--- config.mk ---
export PLATFORM = sky130hd
export DESIGN_NAME = mem_bridge
export DESIGN_NICKNAME = d
export VERILOG_FILES = /design/src/rtl/rv32i_types.sv /design/src/rtl/mem_align.sv /design/src/rtl/mem_bridge.sv
export SDC_FILE = /design/constraint.sdc
export NUM_CORES = 1
export LEC_CHECK = 0
export CAP_MARGIN = 30
export CORE_ASPECT_RATIO = 1.75
export CORE_MARGIN = 2
export CORE_UTILIZATION = 42
export DETAILED_ROUTE_END_ITERATION = 10
export HOLD_SLACK_MARGIN = 0.05
export PLACE_DENSITY = 0.78
export SLEW_MARGIN = 30
export SYNTH_ARGS = -nofsm -noshare
export SYNTH_HDL_FRONTEND = slang
export SYNTH_HIERARCHICAL = 1
export SYNTH_SLANG_ARGS = --single-unit
--- constraint.sdc ---
create_clock -name clk -period 2.6 [get_ports clk]
set_input_delay 0.78 -clock clk [delete_from_list [all_inputs] [get_ports clk]]
set_output_delay 0.78 -clock clk [all_outputs]
set_load 0.01 [all_outputs]
--- src/rtl/rv32i_types.sv ---
// Shared RV32I memory-access types: funct3 width codes, fault causes and store beat payload.
package rv32i_types;

  localparam int unsigned XLEN = 32;
  localparam int unsigned BE_W = XLEN / 8;

  localparam logic [2:0] F3_B  = 3'b000;
  localparam logic [2:0] F3_H  = 3'b001;
  localparam logic [2:0] F3_W  = 3'b010;
  localparam logic [2:0] F3_BU = 3'b100;
  localparam logic [2:0] F3_HU = 3'b101;

  typedef enum logic [1:0] {
    FAULT_NONE       = 2'd0,
    FAULT_MISALIGNED = 2'd1,
    FAULT_ILLEGAL    = 2'd2,
    FAULT_TIMEOUT    = 2'd3
  } fault_cause_e;

  typedef struct packed {
    logic [XLEN-1:0] data;
    logic [BE_W-1:0] be;
  } store_beat_t;

  // Decode-time legality of a CPU request; timeouts are decided later.
  function automatic fault_cause_e check_access(input logic rd, input logic wr,
                                                input logic [2:0] f3, input logic [1:0] lo);
    fault_cause_e c;
    c = FAULT_NONE;
    if (rd && wr) begin
      c = FAULT_ILLEGAL;
    end else begin
      case (f3)
        F3_B:  c = FAULT_NONE;
        F3_H:  c = lo[0] ? FAULT_MISALIGNED : FAULT_NONE;
        F3_W:  c = (lo != 2'b00) ? FAULT_MISALIGNED : FAULT_NONE;
        F3_BU: c = wr ? FAULT_ILLEGAL : FAULT_NONE;
        F3_HU: c = wr ? FAULT_ILLEGAL : (lo[0] ? FAULT_MISALIGNED : FAULT_NONE);
        default: c = FAULT_ILLEGAL;
      endcase
    end
    return c;
  endfunction

endpackage

--- src/rtl/mem_align.sv ---
// Byte-lane steering for stores and lane select plus extension for loads.
module mem_align
  import rv32i_types::*;
(
  input  logic [2:0]      funct3,
  input  logic [1:0]      addr_lo,
  input  logic            is_write,
  input  logic [XLEN-1:0] wdata,
  input  logic [XLEN-1:0] rdata,
  output store_beat_t     store_c,
  output logic [XLEN-1:0] load_data_c
);

  logic [7:0]  byte_sel;
  logic [15:0] half_sel;

  always_comb begin
    byte_sel = rdata[7:0];
    case (addr_lo)
      2'd0: byte_sel = rdata[7:0];
      2'd1: byte_sel = rdata[15:8];
      2'd2: byte_sel = rdata[23:16];
      2'd3: byte_sel = rdata[31:24];
      default: byte_sel = rdata[7:0];
    endcase
    half_sel = addr_lo[1] ? rdata[31:16] : rdata[15:0];

    case (funct3)
      F3_B:    load_data_c = {{24{byte_sel[7]}}, byte_sel};
      F3_H:    load_data_c = {{16{half_sel[15]}}, half_sel};
      F3_BU:   load_data_c = {24'd0, byte_sel};
      F3_HU:   load_data_c = {16'd0, half_sel};
      default: load_data_c = rdata;
    endcase
  end

  always_comb begin
    store_c.data = wdata;
    store_c.be   = 4'b1111;
    if (is_write) begin
      case (funct3[1:0])
        2'b00: begin
          store_c.data = {4{wdata[7:0]}};
          store_c.be   = 4'b0001 << addr_lo;
        end
        2'b01: begin
          store_c.data = {2{wdata[15:0]}};
          store_c.be   = 4'b0011 << addr_lo;
        end
        default: begin
          store_c.data = wdata;
          store_c.be   = 4'b1111;
        end
      endcase
    end
  end

endmodule

--- src/rtl/mem_bridge.sv ---
// CPU load/store to word-oriented memory bridge with alignment faults and response timeout.
module mem_bridge
  import rv32i_types::*;
#(
  parameter int unsigned TIMEOUT_CYCLES = 255
) (
  input  logic            clk,
  input  logic            rst,
  input  logic            mem_read,
  input  logic            mem_write,
  input  logic [2:0]      mem_funct3,
  input  logic [XLEN-1:0] mem_address,
  input  logic [XLEN-1:0] mem_wdata,
  output logic [XLEN-1:0] mem_rdata,
  output logic            mem_resp,
  output logic            mem_fault,
  output logic [1:0]      fault_cause,
  output logic            pmem_read,
  output logic            pmem_write,
  output logic [XLEN-1:0] pmem_address,
  output logic [XLEN-1:0] pmem_wdata,
  output logic [BE_W-1:0] pmem_byte_enable,
  input  logic [XLEN-1:0] pmem_rdata,
  input  logic            pmem_resp
);

  localparam int unsigned TIMER_W = $clog2(TIMEOUT_CYCLES + 1);

  typedef enum logic [1:0] {IDLE, REQ, DONE, FLUSH} state_e;

  state_e             state;
  logic [TIMER_W-1:0] timer;
  logic [1:0]         addr_lo_q;
  logic [2:0]         funct3_q;
  logic               is_write_q;

  logic               in_idle;
  fault_cause_e       req_fault_c;
  store_beat_t        store_c;
  logic [XLEN-1:0]    load_data_c;

  // One aligner serves both paths: request inputs while idle, latched access otherwise.
  assign in_idle     = (state == IDLE);
  assign req_fault_c = check_access(mem_read, mem_write, mem_funct3, mem_address[1:0]);

  mem_align u_align (
    .funct3      (in_idle ? mem_funct3 : funct3_q),
    .addr_lo     (in_idle ? mem_address[1:0] : addr_lo_q),
    .is_write    (in_idle ? mem_write : is_write_q),
    .wdata       (mem_wdata),
    .rdata       (pmem_rdata),
    .store_c     (store_c),
    .load_data_c (load_data_c)
  );

  always_ff @(posedge clk) begin
    if (!rst) begin
      state            <= IDLE;
      timer            <= '0;
      addr_lo_q        <= '0;
      funct3_q         <= '0;
      is_write_q       <= 1'b0;
      mem_rdata        <= '0;
      mem_resp         <= 1'b0;
      mem_fault        <= 1'b0;
      fault_cause      <= FAULT_NONE;
      pmem_read        <= 1'b0;
      pmem_write       <= 1'b0;
      pmem_address     <= '0;
      pmem_wdata       <= '0;
      pmem_byte_enable <= '0;
    end else begin
      case (state)
        IDLE: begin
          if (mem_read || mem_write) begin
            addr_lo_q  <= mem_address[1:0];
            funct3_q   <= mem_funct3;
            is_write_q <= mem_write;
            if (req_fault_c != FAULT_NONE) begin
              state       <= DONE;
              mem_resp    <= 1'b1;
              mem_fault   <= 1'b1;
              fault_cause <= req_fault_c;
            end else begin
              state            <= REQ;
              timer            <= '0;
              pmem_read        <= ~mem_write;
              pmem_write       <= mem_write;
              pmem_address     <= {mem_address[XLEN-1:2], 2'b00};
              pmem_wdata       <= store_c.data;
              pmem_byte_enable <= store_c.be;
            end
          end
        end
        REQ: begin
          if (pmem_resp) begin
            state      <= DONE;
            pmem_read  <= 1'b0;
            pmem_write <= 1'b0;
            mem_resp   <= 1'b1;
            if (!is_write_q) mem_rdata <= load_data_c;
          end else if (timer == TIMER_W'(TIMEOUT_CYCLES - 1)) begin
            state       <= DONE;
            pmem_read   <= 1'b0;
            pmem_write  <= 1'b0;
            mem_resp    <= 1'b1;
            mem_fault   <= 1'b1;
            fault_cause <= FAULT_TIMEOUT;
          end else begin
            timer <= timer + TIMER_W'(1);
          end
        end
        DONE: begin
          mem_resp    <= 1'b0;
          mem_fault   <= 1'b0;
          fault_cause <= FAULT_NONE;
          // A timed-out access may still see its late response; drain it first.
          state       <= (fault_cause == FAULT_TIMEOUT) ? FLUSH : IDLE;
        end
        FLUSH: begin
          if (!pmem_resp) state <= IDLE;
        end
        default: state <= IDLE;
      endcase
    end
  end

endmodule

==> qor.yml, run 1 <==
clock_tree:
  cts.sinks: 120
  clk_latency_ns: 0.41
  post_cts_hold_buffer_count: 0
  clock_path_buffers: 2
  clkTransAtPathRegs_ns: 0.06
  cts_made_buffers: 17
  clock_tree.htree_level_count: 4
  clock_tree.root_cell: "clkbuf_16"
  cts_tree: "yes"
synthesis:
  synth_common_cells: "nand2_1, dfxtp_1, a21boi_0"
  synth_top_area_frac: 0.393
  netlist_area_um2: 6120
  yosysWarningCount: 6
  netlist_top_cells_area: "dfxtp_1, nand2_1, a21boi_0"
  syn_avg_cell_area_um2: 8.05
  postSynthCellCount: 760
  post-synth-top-count-cell: "nand2_1"
  synth_enable_flop_cells: 0
  post_synth_num_cell_types: 61
  synth-main-ff-cell: "dfxtp_1"
  synth_top_cell_by_area: "dfxtp_1"
  synth-seq-area-share: 0.393
  yosys_register_bits: 120
  async_flop_share: 0
critical_path:
  critical-path-top-delay-family: "multiplexers"
  worst_r2r_path_depth: 11
  crit_path_from: "mem_address[1]"
  peak_per_stage_delay_on_the_critical_path_ns: 0.46
  timing.critical_path.fanout_max: 16
  cp_cell_sequence: "clkdlybuf4s50_1 -> mux2_2 -> buf_4 -> mux4_2 -> nand2_4 -> o31ai_4 -> buf_12 -> a21o_1 -> nand2_1 -> a21boi_0"
  cp.required_ns: 2.90
  r2r_end: "mem_rdata[30]"
  worst_setup_path_end_kind: "flip-flop"
  timing.critical_path.slowest_stage_cell: "mux4_2"
  critical_path_cell_count: 10
  worst_r2r_startpoint: "state[0]"
  worst_setup_path_endpoint: "mem_rdata[30]"
  worst-path-buf-inv: 3
  worstPathArrival_ns: 2.76
  regToRegSetupSlack_ns: 0.16
  critical_path_class: "in -> reg"
  worst_setup_path_start_kind: "input pin"
cells_and_area:
  num-nets-final: 1099
  layout-drive-gt1-share: 0.139
  antenna-diode-count: 0
  flow.area_growth_from_synthesis_pct: 51.3
routing:
  route.final.wire_length_mm: 18.9
  remaining_drc_errors: 0
  final_antenna_net_count: 0
  drt_first_pass_iters: 5
  via_count: 6098
  vias_per_cell: 5.16
  first_iter_violations: 331
  routed_wire_length_per_instance_um: 16.0
sta:
  final.setup_skew_ns: 0.00973
  report.final.setup_viol: 0
  final_max_slew_viol_count: 0
  final_hold_viol_count: 0
  fin_crit_sh: 0.946
  rsz0062_at_grt: "no"
  worstMarginPinSlew_ns: 0.527
  finalWorstPathRequiredPeriod_ns: 2.46
  timing.max_slew.rel_slack: 0.648
  achievable-frequency_ghz: 0.406
  setup-tns-final_ns: 0
pwr:
  power.share.sequential: 0.319
  power_switching_share: 0.305
  cellInternalPower_uw: 4440
  powerDensity_nw_per_um2: 690
  pwr_total_uw: 6390
  power.static_leakage_uw: 0.00351
  vdd_ir_max_uv: 422
  combinationalPowerShare: 0.313
  clock_power_share: 0.368
  p_switching_uw: 1950
global_route:
  grt_first_pass_wirelength_mm: 29.8
  overflow: 0
  grt_pass1_vias: 5995
  grtUsageTotal: 0.242
  grt_max_degree: 67
  antenna_found_initial: 0
status:
  outcome: "finished, final reports clean"
floorplan:
  num_ports: 210
  die_area_um2: 15600
  chipHeight_um: 164
  chipWidth_um: 95.2
  start_util: 0.428
  core.rowCount: 58
  placeableCoreArea_um2: 14300
place:
  gp_congestion: 0.908
  post-dp-hpwl_mm: 13.8
  io_port_bufs: 207
hold_path:
  min-delay-path-class: "reg -> reg"
run:
  maxCapViolations: 0
placed cells by master (no fill, tap or decap), types with 3 or more instances in the layout:
cell type and n:
a21boi_0 79, nor2b_1 16, buf_12 7, o21ai_0 29, nand2b_1 7, o22ai_1 3
inv_1 10, clkinv_4 5, clkbuf_16 17, ha_1 6, a22oi_1 6, nand2_1 255
mux2_2 23, nand3_1 11, a21o_1 16, dfxtp_1 120, nor2_1 6, clkdlybuf4s50_1 206
o221a_2 4, buf_4 57, nor3_1 6, mux2i_1 21, a21oi_1 12, a21boi_1 22
cell families (layout without fill, tap and decap cells):
family,count (synthesis),in the layout,synth area share
AND/OR/NAND/NOR,319,319,0.220
flip-flops,120,120,0.393
AO/OA/AOI/OAI,196,196,0.233
other,1,2,0.000613
buffers and inverters,72,312,0.0589
multiplexers,45,45,0.0804
adder cells (fa/ha/maj),7,7,0.0143
layer usage:
layer	wire length [µm]	vias to the layer above	track usage
met3	905	48	0.0475
met2	9840	198	0.427
met5	0	-	0
met4	899	0	0.143
met1	7220	2834	0.261
li1	-	3018	-
area by class of cell:
type	count	area [µm²]
timing repair buffer	270	2630
multi-input combinational	569	3370
clock inverter	13	146
tap	180	225
inverter	10	37.5
sequential	120	2400
fill	1179	5040
clock buffer	19	443
flip-flops by register name, summed over array words and instances (netlist names):
signal,flops
mem_fault,1
pmem_read,1
pmem_address,30
is_write_q,1
mem_rdata,32
funct3_q,3
timer,8
mem_resp,1
addr_lo_q,2
fault_cause,2
pmem_wdata,32
state,2
pmem_write,1
pmem_byte_enable,4
worst register-to-register path: stages (launching register included):
cell and delay (ns):
dfxtp_1 0.35, inv_1 0.11, ha_2 0.25, mux2_2 0.41
buf_4 0.15, mux4_2 0.46, nand2_4 0.10, o31ai_4 0.07
buf_12 0.16, a21o_1 0.16, nand2_1 0.05, a21boi_0 0.07
repair_timing:
action | CTS | global route
pin swaps | 1 | 0
endpoints found under the setup margin | 1 | 21
buffers inserted | 1 | 0
resized for setup | 0 | 2
how the worst min path moves through the flow:
stage	startpoint	endpoint	slack [ns]	depth (start not counted)
global placement	pmem_address[12]	pmem_address[12]	0.44	2
finish	pmem_byte_enable[0]	pmem_byte_enable[0]	0.45	2
CTS	pmem_byte_enable[0]	pmem_byte_enable[0]	0.46	2
global route	mem_rdata[21]	mem_rdata[21]	0.48	2
detailed placement	pmem_address[16]	pmem_address[16]	0.45	2
floorplan	timer[7]	timer[7]	0.47	2
through the flow:
| stage | setup slack, ns | instances | utilization | instance area [µm²] | hold WS, ns |
|---|---|---|---|---|---|
| 2_1_floorplan | 0.111 | 761 | - | 6120 | 0.472 |
| 3_3_place_gp | -0.275 | 1148 | 0.605 | 8640 | 0.440 |
| 3_5_place_dp | -0.320 | 1148 | 0.605 | 8640 | 0.447 |
| 4_1_cts | 0.0600 | 1181 | 0.647 | 9250 | 0.455 |
| 5_1_grt | 0.00103 | 1181 | 0.647 | 9260 | 0.476 |
| 6_report | 0.140 | 1181 | 0.647 | 9260 | 0.452 |
power groups by stage:
| stage | clock network (µW) | registers, µW | logic, µW |
|---|---|---|---|
| after floorplan | 0 | 2110 | 1080 |
| after global placement | 0 | 2070 | 1940 |
| after detailed placement | 0 | 2070 | 1960 |
| after CTS | 2390 | 2040 | 1990 |
| after global routing | 2460 | 2050 | 2170 |
| final | 2350 | 2030 | 2000 |
Power figures use the tool's default switching activity.
==> inputs of run 2 (changes only) <==
--- a/config.mk
+++ b/config.mk
@@ -8,10 +8,11 @@
 export CAP_MARGIN = 30
 export CORE_ASPECT_RATIO = 1.75
 export CORE_MARGIN = 2
-export CORE_UTILIZATION = 42
+export CORE_UTILIZATION = 43
+export CTS_BUF_LIST = sky130_fd_sc_hd__clkbuf_2 sky130_fd_sc_hd__clkbuf_4 sky130_fd_sc_hd__clkbuf_8
 export DETAILED_ROUTE_END_ITERATION = 10
 export HOLD_SLACK_MARGIN = 0.05
-export PLACE_DENSITY = 0.78
+export PLACE_DENSITY = 0.79
 export SLEW_MARGIN = 30
 export SYNTH_ARGS = -nofsm -noshare
 export SYNTH_HDL_FRONTEND = slang
==> qor.yml, run 2 (synthesis gave the netlist of run 1 again) <==
global_route:
  grtUsageTotal: 0.238  # was 0.242
  overflow: 0  # unchanged
  grt_max_degree: 93  # was 67
  grt_first_pass_wirelength_mm: 28.5  # was 29.8 mm
  antenna_found_initial: 0  # unchanged
  global_route.usage.met2: 0.429  # was 0.427
  grt_pass1_vias: 5865  # was 5995
  grtUsageMet1: 0.240  # was 0.261
  met3_usage: 0.0677  # was 0.0475
  grt-busiest-layer: "met2"  # unchanged
place:
  post-dp-hpwl_mm: 13.3  # was 13.8 mm
  gp_congestion: 0.945  # was 0.908
  io_port_bufs: 207  # unchanged
  dpl.cell_count: 1138  # was 1148
  post-place-ws_ns: -0.281  # was -0.320 ns
critical_path:
  timing.critical_path.fanout_max: 4  # was 16
  peak_per_stage_delay_on_the_critical_path_ns: 0.44  # was 0.46 ns
  worst_setup_path_start_kind: "input pin"  # unchanged
  r2r_end: "mem_rdata[13]"  # was mem_rdata[30]
  critical-path-top-delay-family: "buffers and inverters"  # was multiplexers
  worstPathArrival_ns: 2.83  # was 2.76 ns
  critical_path_class: "in -> reg"  # unchanged
  worst_setup_path_end_kind: "flip-flop"  # unchanged
  cp.required_ns: 2.96  # was 2.90 ns
  timing.critical_path.slowest_stage_cell: "clkdlybuf4s50_1"  # was mux4_2
  cpMostUsedCell: "mux2_2"
  cp_cell_sequence: "clkdlybuf4s50_1 -> mux2_2 -> buf_4 -> inv_1 -> mux2_2 -> or3_4 -> a21oi_1 -> nand2_1 -> a21boi_0"  # was clkdlybuf4s50_1 -> mux2_2 -> buf_4 -> mux4_2 -> nand2_4 -> o31ai_4 -> buf_12 -> a21o_1 -> nand2_1 -> a21boi_0
  worst-path-buf-inv: 3  # unchanged
  regToRegSetupSlack_ns: 0.17  # was 0.16 ns
  worst_r2r_startpoint: "state[1]"  # was state[0]
  worst_r2r_path_depth: 10  # was 11
sta:
  finalWorstSetupSlack_ns: 0.130  # was 0.140 ns
  timing.max_slew.rel_slack: 0.573  # was 0.648
  worstMarginPinSlew_ns: 0.640  # was 0.527 ns
  final.setup_skew_ns: 0.00920  # was 0.00973 ns
  setup-tns-final_ns: 0  # unchanged
  report.final.setup_viol: 0  # unchanged
  final_max_slew_viol_count: 0  # unchanged
  achievable-frequency_ghz: 0.405  # was 0.406 GHz
  final_hold_viol_count: 0  # unchanged
  fin_crit_sh: 0.950  # was 0.946
  rsz0062_at_grt: "no"  # unchanged
  finalWorstPathRequiredPeriod_ns: 2.47  # was 2.46 ns
pwr:
  powerDensity_nw_per_um2: 648  # was 690 nW/µm²
  power.static_leakage_uw: 0.00341  # was 0.00351 µW
  clock_power_share: 0.316  # was 0.368
  power.share.sequential: 0.345  # was 0.319
  combinationalPowerShare: 0.338  # was 0.313
  power_switching_share: 0.313  # was 0.305
  vdd_ir_max_uv: 455  # was 422 µV
  p_switching_uw: 1840  # was 1950 µW
  pwr_total_uw: 5880  # was 6390 µW
  cellInternalPower_uw: 4040  # was 4440 µW
hold_path:
  min-delay-path-class: "reg -> reg"  # unchanged
  hold_depth: 2  # unchanged
  min_from: "pmem_address[30]"  # was pmem_byte_enable[0]
  hold_path_end: "pmem_address[30]"  # was pmem_byte_enable[0]
floorplan:
  chipWidth_um: 94.2  # was 95.2 µm
  chipHeight_um: 162  # was 164 µm
  start_util: 0.440  # was 0.428
  core.rowCount: 57  # was 58
  die_area_um2: 15200  # was 15600 µm²
  num_ports: 210  # unchanged
  placeableCoreArea_um2: 13900  # was 14300 µm²
routing:
  route.final.wire_length_mm: 17.9  # was 18.9 mm
  remaining_drc_errors: 0  # unchanged
  first_iter_violations: 126  # was 331
  via_count: 5941  # was 6098
  drt_first_pass_iters: 4  # was 5
  routed_wire_length_per_instance_um: 15.3  # was 16.0 µm
  vias_per_cell: 5.08  # was 5.16
  final_antenna_net_count: 0  # unchanged
cells_and_area:
  most_frequent_standard_cell_in_the_layout_excluding_fill_and_tap_cells: "nand2_1"  # unchanged
  multi_input_area_um2: 3390  # was 3370 µm²
  final.fill_count: 1215  # was 1179
  largest_registers_in_the_final_layout: "mem_rdata: 32 flops, pmem_wdata: 32 flops, pmem_address: 30 flops"  # unchanged
  layout_common_cells: "nand2_1, clkdlybuf4s50_1, dfxtp_1, a21boi_0, buf_4"  # unchanged
  num-nets-final: 1092  # was 1099
  post-route-util: 0.653  # was 0.647
  antenna-diode-count: 0  # unchanged
  seq_area_um2: 2400  # about the same
  layout-drive-gt1-share: 0.136  # was 0.139
  fin_cells: 1170  # was 1181
  flow.area_growth_from_synthesis_pct: 48.5  # was 51.3%
clock_tree:
  cts_made_buffers: 17  # unchanged
  clock_tree.htree_level_count: 4  # unchanged
  clkTransAtPathRegs_ns: 0.07  # was 0.06 ns
  cts.sinks: 120  # unchanged
  clock_tree.root_cell: "clkbuf_8"  # was clkbuf_16
  cts_tree: "yes"  # unchanged
  clk_latency_ns: 0.44  # was 0.41 ns
  clock_path_buffers: 2  # unchanged
status:
  outcome: "finished, final reports clean"  # unchanged
run:
  maxCapViolations: 0  # unchanged
-- run 2: cell types whose count changed in the layout (fill, tap and decap cells not counted), moves of 2 or more --
| cell | previous run | this run |
|---|---|---|
| buf_12 | 7 | 9 |
| clkinv_4 | 5 | 2 |
| bufinv_16 | 2 | 4 |
| clkbuf_8 | 1 | 17 |
| buf_4 | 57 | 47 |
| clkinvlp_4 | 2 | 4 |
| clkbuf_16 | 17 | 0 |
-- run 2: area by class of cell --
cell class / count / share of cell area
Timing Repair Buffer: 263 / 0.286
Multi-Input combinational cell: 569 / 0.373
Clock buffer: 17 / 0.0258
Sequential cell: 120 / 0.265
Clock inverter: 14 / 0.0219
Inverter: 10 / 0.00413
Tap cell: 177 / 0.0244
-- run 2: worst max path at each step --
stage                         from            end  slack [ns]  cells after the start
floorplan                 state[0]  mem_rdata[11]        0.11                     11
global placement    mem_address[1]  mem_rdata[23]       -0.21                      8
detailed placement  mem_address[1]  mem_rdata[13]       -0.28                      9
CTS                       state[0]  mem_rdata[13]        0.05                     10
global route              state[1]  mem_rdata[11]        0.01                     10
finish              mem_address[1]  mem_rdata[13]        0.13                      9
-- run 2: worst reg2reg max path, delay by kind of cell (launching register included) --
kind / cells / cell delay [ns]
AND/OR/NAND/NOR: 2 / 0.42
flip-flops: 1 / 0.42
buffers and inverters: 2 / 0.26
AO/OA/AOI/OAI: 2 / 0.30
adder cells (fa/ha/maj): 1 / 0.20
multiplexers: 3 / 0.75
-- run 2: power groups by stage --
stage	sequential (µW)	clock, µW	combinational (µW)
after detailed placement	2080	0	1940
after CTS	2030	1910	1950
after floorplan	2110	0	1080
after global placement	2070	0	1920
after global routing	2050	1990	2170
final	2030	1860	1990
-- run 2: repair_timing --
item / CTS / global route
gates resized for setup: 0 / 5
buffers inserted: 0 / 1
hold buffers: 0 / 0
endpoints found under the hold margin: 0 / 0
endpoints found under the setup margin: 0 / 26
-- run 2: through the flow --
| step | area, µm² | hold WS (ns) |
|---|---|---|
| floorplan | 6120 | 0.472 |
| global placement | 8610 | 0.440 |
| CTS | 9040 | 0.455 |
| global route | 9080 | 0.472 |
| finish | 9080 | 0.451 |
| detailed placement | 8610 | 0.444 |
-- run 2: routing by layer --
| metal | share of wire | wire [µm] | vias up |
|---|---|---|---|
| li1 | - | - | 2994 |
| met1 | 0.36 | 6480 | 2707 |
| met2 | 0.53 | 9440 | 186 |
| met3 | 0.061 | 1090 | 54 |
| met4 | 0.050 | 888 | 0 |
| met5 | 0 | 0 | - |
